## src/rtl/seven_seg_pkg.sv

```systemverilog
// Shared constants and elaboration helpers for the seven-segment scanner.
// Segment codes are active-low, ordered {g,f,e,d,c,b,a}.
package seven_seg_pkg;

    localparam logic [6:0] BLANK_SEG = 7'h7F;

    // Ceiling log2, never less than 1 so single-entry selects still get a bit.
    function automatic int clog2(input int value);
        int r;
        r = 0;
        for (int i = 0; i < 32; i++) begin
            if ((1 << r) < value) begin
                r = r + 1;
            end
        end
        return (r < 1) ? 1 : r;
    endfunction

    function automatic int num_digits(input int data_w);
        return data_w / 4;
    endfunction

endpackage

```

## src/rtl/binary_to_7Seg.sv

```systemverilog
// Hex nibble to active-low seven-segment pattern, {g,f,e,d,c,b,a}.
module binary_to_7Seg (
    input  logic [3:0] bin,
    output logic [6:0] seg
);

    always_comb begin
        seg = 7'h7F;
        case (bin)
            4'h0: seg = 7'h40;
            4'h1: seg = 7'h79;
            4'h2: seg = 7'h24;
            4'h3: seg = 7'h30;
            4'h4: seg = 7'h19;
            4'h5: seg = 7'h12;
            4'h6: seg = 7'h02;
            4'h7: seg = 7'h78;
            4'h8: seg = 7'h00;
            4'h9: seg = 7'h10;
            4'hA: seg = 7'h08;
            4'hB: seg = 7'h03;
            4'hC: seg = 7'h46;
            4'hD: seg = 7'h21;
            4'hE: seg = 7'h06;
            4'hF: seg = 7'h0E;
            default: seg = 7'h7F;
        endcase
    end

endmodule

```

## src/rtl/seven_seg_scanner.sv

```systemverilog
// Multiplexed hex display of one selectable register, with a per-slot
// deadtime cycle, optional leading-zero blanking and a freeze control.
module seven_seg_scanner
    import seven_seg_pkg::*;
#(
    parameter int NUM_REGS    = 16,
    parameter int DATA_W      = 16,
    parameter int REFRESH_DIV = 50000
) (
    input  logic                                 clk,
    input  logic                                 rst,
    input  logic [NUM_REGS*DATA_W-1:0]           regs,
    input  logic [clog2(NUM_REGS)-1:0]           sel,
    input  logic                                 freeze,
    input  logic                                 blank_lz,
    output logic [6:0]                           seg,
    output logic [num_digits(DATA_W)-1:0]        an
);

    localparam int NUM_DIGITS = num_digits(DATA_W);
    localparam int SEL_W      = clog2(NUM_REGS);
    localparam int IDX_W      = clog2(NUM_DIGITS);
    localparam int CNT_W      = clog2(REFRESH_DIV);
    localparam logic [CNT_W-1:0] CNT_MAX = CNT_W'(REFRESH_DIV - 1);
    localparam logic [IDX_W-1:0] IDX_MAX = IDX_W'(NUM_DIGITS - 1);

    logic [CNT_W-1:0]  cnt_q, cnt_d;
    logic [IDX_W-1:0]  idx_q, idx_d;
    logic [DATA_W-1:0] shadow_q, shadow_d;
    logic [SEL_W-1:0]  sel_q, sel_d;

    logic              tick;
    logic              frame_start;
    logic [DATA_W-1:0] sel_val;
    logic [3:0]        nibble;
    logic              upper_zero;
    logic              deadtime;
    logic              blank;
    logic [6:0]        dec_seg;

    // Out-of-range selects match no entry and therefore load zero.
    always_comb begin
        sel_val = '0;
        for (int i = 0; i < NUM_REGS; i++) begin
            if (sel == SEL_W'(i)) begin
                sel_val = regs[i*DATA_W +: DATA_W];
            end
        end
    end

    always_comb begin
        tick        = (cnt_q == CNT_MAX);
        frame_start = tick && (idx_q == IDX_MAX);
        cnt_d       = tick ? '0 : cnt_q + 1'b1;
        idx_d       = idx_q;
        if (tick) begin
            idx_d = (idx_q == IDX_MAX) ? '0 : idx_q + 1'b1;
        end
        sel_d    = sel;
        shadow_d = shadow_q;
        if (!freeze && (frame_start || (sel != sel_q))) begin
            shadow_d = sel_val;
        end
    end

    always_ff @(posedge clk or posedge rst) begin
        if (rst) begin
            cnt_q    <= '0;
            idx_q    <= '0;
            shadow_q <= '0;
            sel_q    <= '0;
        end else begin
            cnt_q    <= cnt_d;
            idx_q    <= idx_d;
            shadow_q <= shadow_d;
            sel_q    <= sel_d;
        end
    end

    // Output decode depends only on registered state, plus blank_lz.
    always_comb begin
        nibble     = '0;
        upper_zero = 1'b0;
        for (int k = 0; k < NUM_DIGITS; k++) begin
            if (idx_q == IDX_W'(k)) begin
                nibble     = shadow_q[k*4 +: 4];
                upper_zero = ((shadow_q >> (k*4)) == '0);
            end
        end
    end

    binary_to_7Seg u_dec (
        .bin (nibble),
        .seg (dec_seg)
    );

    always_comb begin
        deadtime = (cnt_q == '0);
        blank    = blank_lz && (idx_q != '0) && upper_zero;
        an       = '1;
        if (!deadtime) begin
            an = ~(NUM_DIGITS'(1) << idx_q);
        end
        seg = (deadtime || blank) ? BLANK_SEG : dec_seg;
    end

endmodule

```

## config.mk

```make
export PLATFORM = sky130hd
export DESIGN_NAME = seven_seg_scanner
export DESIGN_NICKNAME = d
export VERILOG_FILES = /design/src/rtl/seven_seg_pkg.sv /design/src/rtl/binary_to_7Seg.sv /design/src/rtl/seven_seg_scanner.sv
export SDC_FILE = /design/constraint.sdc
export NUM_CORES = 1
export LEC_CHECK = 0
export CAP_MARGIN = 10
export CORE_UTILIZATION = 40
export DETAILED_ROUTE_END_ITERATION = 16
export PLACE_DENSITY = 0.83
export SLEW_MARGIN = 20
export SYNTH_ARGS = -nofsm -noshare
export SYNTH_HDL_FRONTEND = slang
export SYNTH_HIERARCHICAL = 1
export SYNTH_SLANG_ARGS = --single-unit
```

## constraint.sdc

```tcl
create_clock -name clk -period 3.75 [get_ports clk]
set_clock_uncertainty 0.2 [all_clocks]
set_input_delay 0.9375 -clock clk [delete_from_list [all_inputs] [get_ports clk]]
set_output_delay 0.9375 -clock clk [all_outputs]
set_load 0.005 [all_outputs]
```

==> results.cfg, run 1 <==
[outcome]
status = finished with violations
violations = setup timing

[routing]
drt_wl_total_um = 23000
first_pass_iters = 6
met2_length_um = 11800
detail-route-antenna-nets = 0
drt-vias-per-instance = 6.18
routed.top_layer = met4
routed-wl-met3_um = 1620
wire_per_inst_um = 22.1
drt_iter0_drc = 562
wl_met1_um = 8900
drcViolationCount = 0
num_vias = 6427

[timing]
hold_ws_ns = 0.297
worst_slack_ns = -0.110
hold_viol = 0
finalCriticalPeriod_ns = 3.86
slew_violations = 0
setup_viol = 5
tightest_slew_ns = 0.718
grt_setup_unrepaired = yes
min_period_over_period = 1.03
maxSlewHeadroom = 0.521
fmax_mhz = 259

[final_layout]
syn2layout_area_growth_pct = 67.1
fin_cells = 1040
num_antenna_cells = 0
final_common_cell = clkdlybuf4s50_1
final_core_util = 0.685
mostFrequentLayoutCells = 264 x clkdlybuf4s50_1, 50 x o21ai_0, 46 x nand2_1
drive_above_1_share = 0.166
fin_nets = 1170

[logic_synthesis]
avgSynthCellArea_um2 = 7.89
synthArstFlopShare = 1.00
synthCells = 621
synth_area_leaders = dfrtp_1 19%, mux2_2 6.2%, mux4_2 6.0%, o21ai_0 5.9%, mux2i_1 4.5%
yosysWarnings = 6
ys_ff_latch = 38
yosysTopAreaCellShare = 0.194
ys_seq_area_frac = 0.194
synthFlopType = dfrtp_1
yosysTopAreaCell = dfrtp_1
synthDistinctLibCells = 67
synth-edff-count = 0
synth_fp_nets = 898
synth_area_um2 = 4900

[worst_setup_path]
worstSetupPathType = flop to primary output
setup.worst_path.end = seg[6]
critPathTopFamily = buffers and inverters
slowest_delay_ns = 0.41
path_max_fanout = 6
regToRegSetupSlack_ns = 0.95
arrival_ns = 2.72
worstPathRequired_ns = 2.61
crit_start = idx_q[0]
path_cells = buf_6 > ha_4 > nor2b_4 > buf_4 > a22oi_1 > nor2_1 > a21oi_1 > o21ai_1 > buf_4 > buf_4 > nand2_4 > a21boi_2 > o21ai_1 > nor2_1 > o21ai_1 > buf_2
critPathLaunchType = flop
path_buf_inv = 5
r2r-start = cnt_q[11]
r2r_end = shadow_q[1]
cp-end-kind = primary output
cp.depth = 16
r2r_cells = 5
crit_slowest_cell = dfrtp_1

[floorplan]
io_pins = 275
initial_core_util = 0.410
die_width_um = 113
rows = 40
die_h_um = 113
core_um2 = 12000
die_area_um2 = 12700

[power_and_ir_drop]
ir_worst_vdd_mv = 0.163
leakagePower_nw = 3.21
power_density_nw_per_um2 = 221
p_total_mw = 1.81

[clocking]
numCtsBuffers = 5
root_buffer = clkbuf_16
clk_latency_ns = 0.28
clock-sinks = 38
cts_tree = done
cts_buffer_depth = 2
htreeDepth = 2
clk_pin_slew_worst_paths_ns = 0.06

[global_routing]
grt_pass1_wl_um = 34300
grt_pass1_vias = 6486
grt_use_total = 0.349
antenna_found_initial = 0
grt_max_degree = 50
overflow = 0

[run]
drv_cap = 0

[placed_design]
gp_routability_congestion = 0.950
dpl.cell_count = 1027
portBuffers = 274
dp_hpwl_um = 18400

[worst_hold_path]
hold_class = flop to flop
==> metal layers <==
| metal | vias to the layer above | global-route usage |
|---|---|---|
| li1 | 2920 | - |
| met1 | 3101 | 0.421 |
| met2 | 345 | 0.641 |
| met3 | 61 | 0.0536 |
| met4 | 0 | 0.0960 |
| met5 | - | 0 |
==> sequential cells by signal, indices dropped and copies added, names as in the netlist <==
| register | cells |
|---|---|
| shadow_q | 16 |
| cnt_q | 16 |
| idx_q | 2 |
| sel_q | 4 |
==> cell families after synthesis <==
| family | count (synthesis) | share of synthesized area |
|---|---|---|
| AOI/OAI and AO/OA | 226 | 0.310 |
| and+or+nand+nor | 195 | 0.204 |
| xor gates and xnor gates | 17 | 0.0304 |
| muxes | 62 | 0.167 |
| buffers and inverters | 70 | 0.0625 |
| adders and majority gates | 13 | 0.0332 |
| DFF | 38 | 0.194 |
==> report_power, final <==
group | total, mW | internal (mW) | switching (mW) | leakage, nW
sequential | 0.483 | 0.444 | 0.0387 | 0.469
combinational | 0.929 | 0.532 | 0.396 | 2.68
clock | 0.400 | 0.243 | 0.158 | 0.0629
total | 1.81 | 1.22 | 0.593 | 3.21
==> stage by stage <==
step / setup TNS (ns) / instance area, um2 / setup slack [ns]
floorplan: 0 / 4900 / 0.140
global placement: -0.0573 / 7920 / -0.0531
detailed placement: -1.01 / 7920 / -0.283
CTS: -0.0216 / 8100 / -0.0216
global route: -1.01 / 8190 / -0.197
finish: -0.349 / 8190 / -0.110
==> how the worst min path moves through the flow <==
stage,start,to,depth (start not counted)
after floorplan,cnt_q[7],cnt_q[7],1
after global placement,cnt_q[7],cnt_q[7],1
final,cnt_q[7],cnt_q[7],1
after CTS,cnt_q[10],cnt_q[10],1
after detailed placement,cnt_q[10],cnt_q[10],1
after global routing,cnt_q[7],cnt_q[7],1
==> repair_timing <==
| action | 4_1_cts | 5_1_grt |
|---|---|---|
| hold buffers | 0 | 0 |
| resized for setup | 38 | 27 |
| pin swaps | 2 | 10 |
| endpoints found under the hold margin | 0 | 0 |
| buffers inserted | 2 | 3 |
| endpoints found under the setup margin | 7 | 7 |
| cloned | 0 | 1 |
==> worst reg2reg max path: stages, from the launching register on <==
cell and delay (ns):
dfrtp_1 0.43, or4_4 0.58, nor4_4 0.40, a31o_2 0.51, o21ai_1 0.26, o221a_2 0.30
==> synth_stat cells (all sizes together), types with 5 or more instances <==
library cell	number
o221a	11
a21oi	42
xor2	6
o211ai	11
a311oi	6
dfrtp	38
a22oi	7
ha	13
nor2	46
nor2b	12
o21ai	61
or3	7
nand2b	9
mux2	27
inv	13
mux2i	22
and3	8
buf	26
nor4	6
nand2	48
xnor2	11
or2	7
mux4	13
a31oi	7
nand3	28
clkbuf	30
o22ai	34
a222oi	5
and3b	5
==> final cells by class <==
| cell class | count | area [um2] |
|---|---|---|
| clock inverter | 1 | 7.51 |
| sequential | 38 | 951 |
| timing repair buffer | 321 | 3120 |
| clock buffer | 6 | 129 |
| tap | 147 | 184 |
| fill | 965 | 3770 |
| inverter | 14 | 52.6 |
| multi-input combinational | 513 | 3740 |
Note: power is estimated with default switching activity, not from simulation.
==> run 2, diff against run 1 <==
--- a/config.mk
+++ b/config.mk
@@ -8,7 +8,7 @@
 export CAP_MARGIN = 10
 export CORE_UTILIZATION = 40
 export DETAILED_ROUTE_END_ITERATION = 16
-export PLACE_DENSITY = 0.83
+export PLACE_DENSITY = 0.93
 export SLEW_MARGIN = 20
 export SYNTH_ARGS = -nofsm -noshare
 export SYNTH_HDL_FRONTEND = slang
==> run 2 against run 1 <==
  * The flow now finishes without violations
  * Via count is 0.42% higher
  * Routed wire length shrank 3.8%
  * Register-to-register slack better by 0.08 ns
  * First-iteration DRC count grew 2.3%
  * Fmax grew 4.4%
  * Sequential power about the same
  * Sequential share of layout area up 0.080 points
  * Flip-flop and latch count is the same
  * Count of clock-buffer cells in the layout did not move
  * Critical path depth shrank 1
  * Core utilization down 0.47 points
  * Total power fell by 1.0%
  * Highest routed layer unchanged
==> results.cfg, run 2 (synthesis gave the netlist of run 1 again) <==
[timing]
slew_violations = 0
worst_slack_ns = 0.0540
maxSlewHeadroom = 0.399
hold_viol = 0
finalCriticalPeriod_ns = 3.70
fmax_mhz = 271
setup_viol = 0
tns_ns = 0
min_period_over_period = 0.986
grt_setup_unrepaired = yes
tightest_slew_ns = 0.900

[power_and_ir_drop]
ir_worst_vdd_mv = 0.175
power.internal_mw = 1.22
power_frac_comb = 0.489
sw_frac_of_total = 0.321
leakagePower_nw = 3.19
power_density_nw_per_um2 = 221
p_sw_mw = 0.576
p_seq_frac = 0.270
clockPowerShare = 0.241

[clocking]
cts_buffer_depth = 2
cts_tree = done
numCtsBuffers = 5
root_buffer = clkbuf_16
clk_pin_slew_worst_paths_ns = 0.06
clk_latency_ns = 0.28
ctsHoldBuffers = 0
htreeDepth = 2
clock-sinks = 38

[run]
drv_cap = 0

[floorplan]
core_um2 = 12000
io_pins = 275
die_h_um = 113
die_width_um = 113
rows = 40
initial_core_util = 0.410
die_area_um2 = 12700

[final_layout]
reg.largest.list = cnt_q: 16 flops, shadow_q: 16 flops, sel_q: 4 flops
mostFrequentLayoutCells = 264 x clkdlybuf4s50_1, 53 x o21ai_0, 47 x nand2_1
multi_input_area_um2 = 3730
fill_cells = 911
register_area_um2 = 951
fin_nets = 1167
syn2layout_area_growth_pct = 65.9
fin_cells = 1039
drive_above_1_share = 0.160
final_common_cell = clkdlybuf4s50_1

[worst_setup_path]
path_max_fanout = 6
crit_top_cell = buf_4
cp-end-kind = primary output
crit_slowest_cell = dfrtp_1
slowest_delay_ns = 0.43
path_buf_inv = 5
path_cells = inv_2 > ha_4 > nor2b_4 > buf_4 > a22oi_1 > nor2_1 > a21oi_1 > o21ai_0 > buf_4 > buf_4 > o21a_1 > o22ai_1 > nor2_1 > o21ai_0 > clkbuf_2
critPathLaunchType = flop
worstPathRequired_ns = 2.61
critPathTopFamily = compound AO/OA/AOI/OAI gates
arrival_ns = 2.56
worstSetupPathType = flop to primary output

[placed_design]
dpl.cell_count = 1025
place_ws_ns = -0.163
gp_routability_congestion = 0.945
portBuffers = 274
dp_hpwl_um = 17400

[routing]
num_vias = 6454
first_pass_iters = 6
detail-route-antenna-nets = 0
drcViolationCount = 0
drt_iter0_drc = 575
drt_wl_total_um = 22100
wire_per_inst_um = 21.2
drt-vias-per-instance = 6.21

[global_routing]
antenna_found_initial = 1
grt_pass1_vias = 6300
grt_use_total = 0.336
overflow = 0
grt_max_degree = 64
grt_pass1_wl_um = 33100

[outcome]
status = finished, final reports clean

[worst_hold_path]
hold_class = flop to flop
[run 2: power groups by stage]
stage	clock [mW]	sequential (mW)	combinational [mW]
after detailed placement	0	0.486	0.857
after CTS	0.432	0.479	0.857
after global placement	0	0.484	0.834
after global routing	0.449	0.487	0.938
final	0.432	0.485	0.877
after floorplan	0	0.470	0.407
[run 2: timing repair]
action,in CTS,in global routing
endpoints found under the setup margin,7,7
gates resized for setup,26,23
pin swaps,0,5
setup buffers,3,2
endpoints found under the hold margin,0,0
[run 2: final timing paths]
path                            startpoint          end  slack [ns]  depth (start not counted)
worst max-delay path              idx_q[0]       seg[5]        0.05                         15
worst min-delay path              cnt_q[7]     cnt_q[7]        0.29                          1
worst max register to register    idx_q[0]  shadow_q[1]        1.03                          8
worst min register to register    cnt_q[7]     cnt_q[7]        0.29                          1
max in group asynchronous              rst     sel_q[0]        1.73                          3
min in group asynchronous              rst     cnt_q[7]        0.95                          2
[run 2: final cells by class]
class                           count  area share
Tap cell                          147      0.0226
Sequential cell                    38       0.117
Inverter                           14     0.00677
Multi-Input combinational cell    513       0.458
Antenna cell                        1    0.000308
Timing Repair Buffer              318       0.377
Clock inverter                      2     0.00154
Clock buffer                        6      0.0171
[run 2: metal layers]
metal	vias up	GRT usage	wire length (um)
met4	0	0.120	836
met2	405	0.604	11300
met1	3060	0.390	7920
met3	74	0.0777	2030
li1	2915	-	-
met5	-	0	0
[run 2: per-stage QoR]
stage	hold slack, ns	util	area, um2	power, mW
floorplan	0.256	-	4900	0.876
global placement	0.277	0.660	7890	1.32
CTS	0.296	0.675	8070	1.77
detailed placement	0.287	0.660	7890	1.34
finish	0.291	0.680	8130	1.79
global route	0.308	0.680	8130	1.87
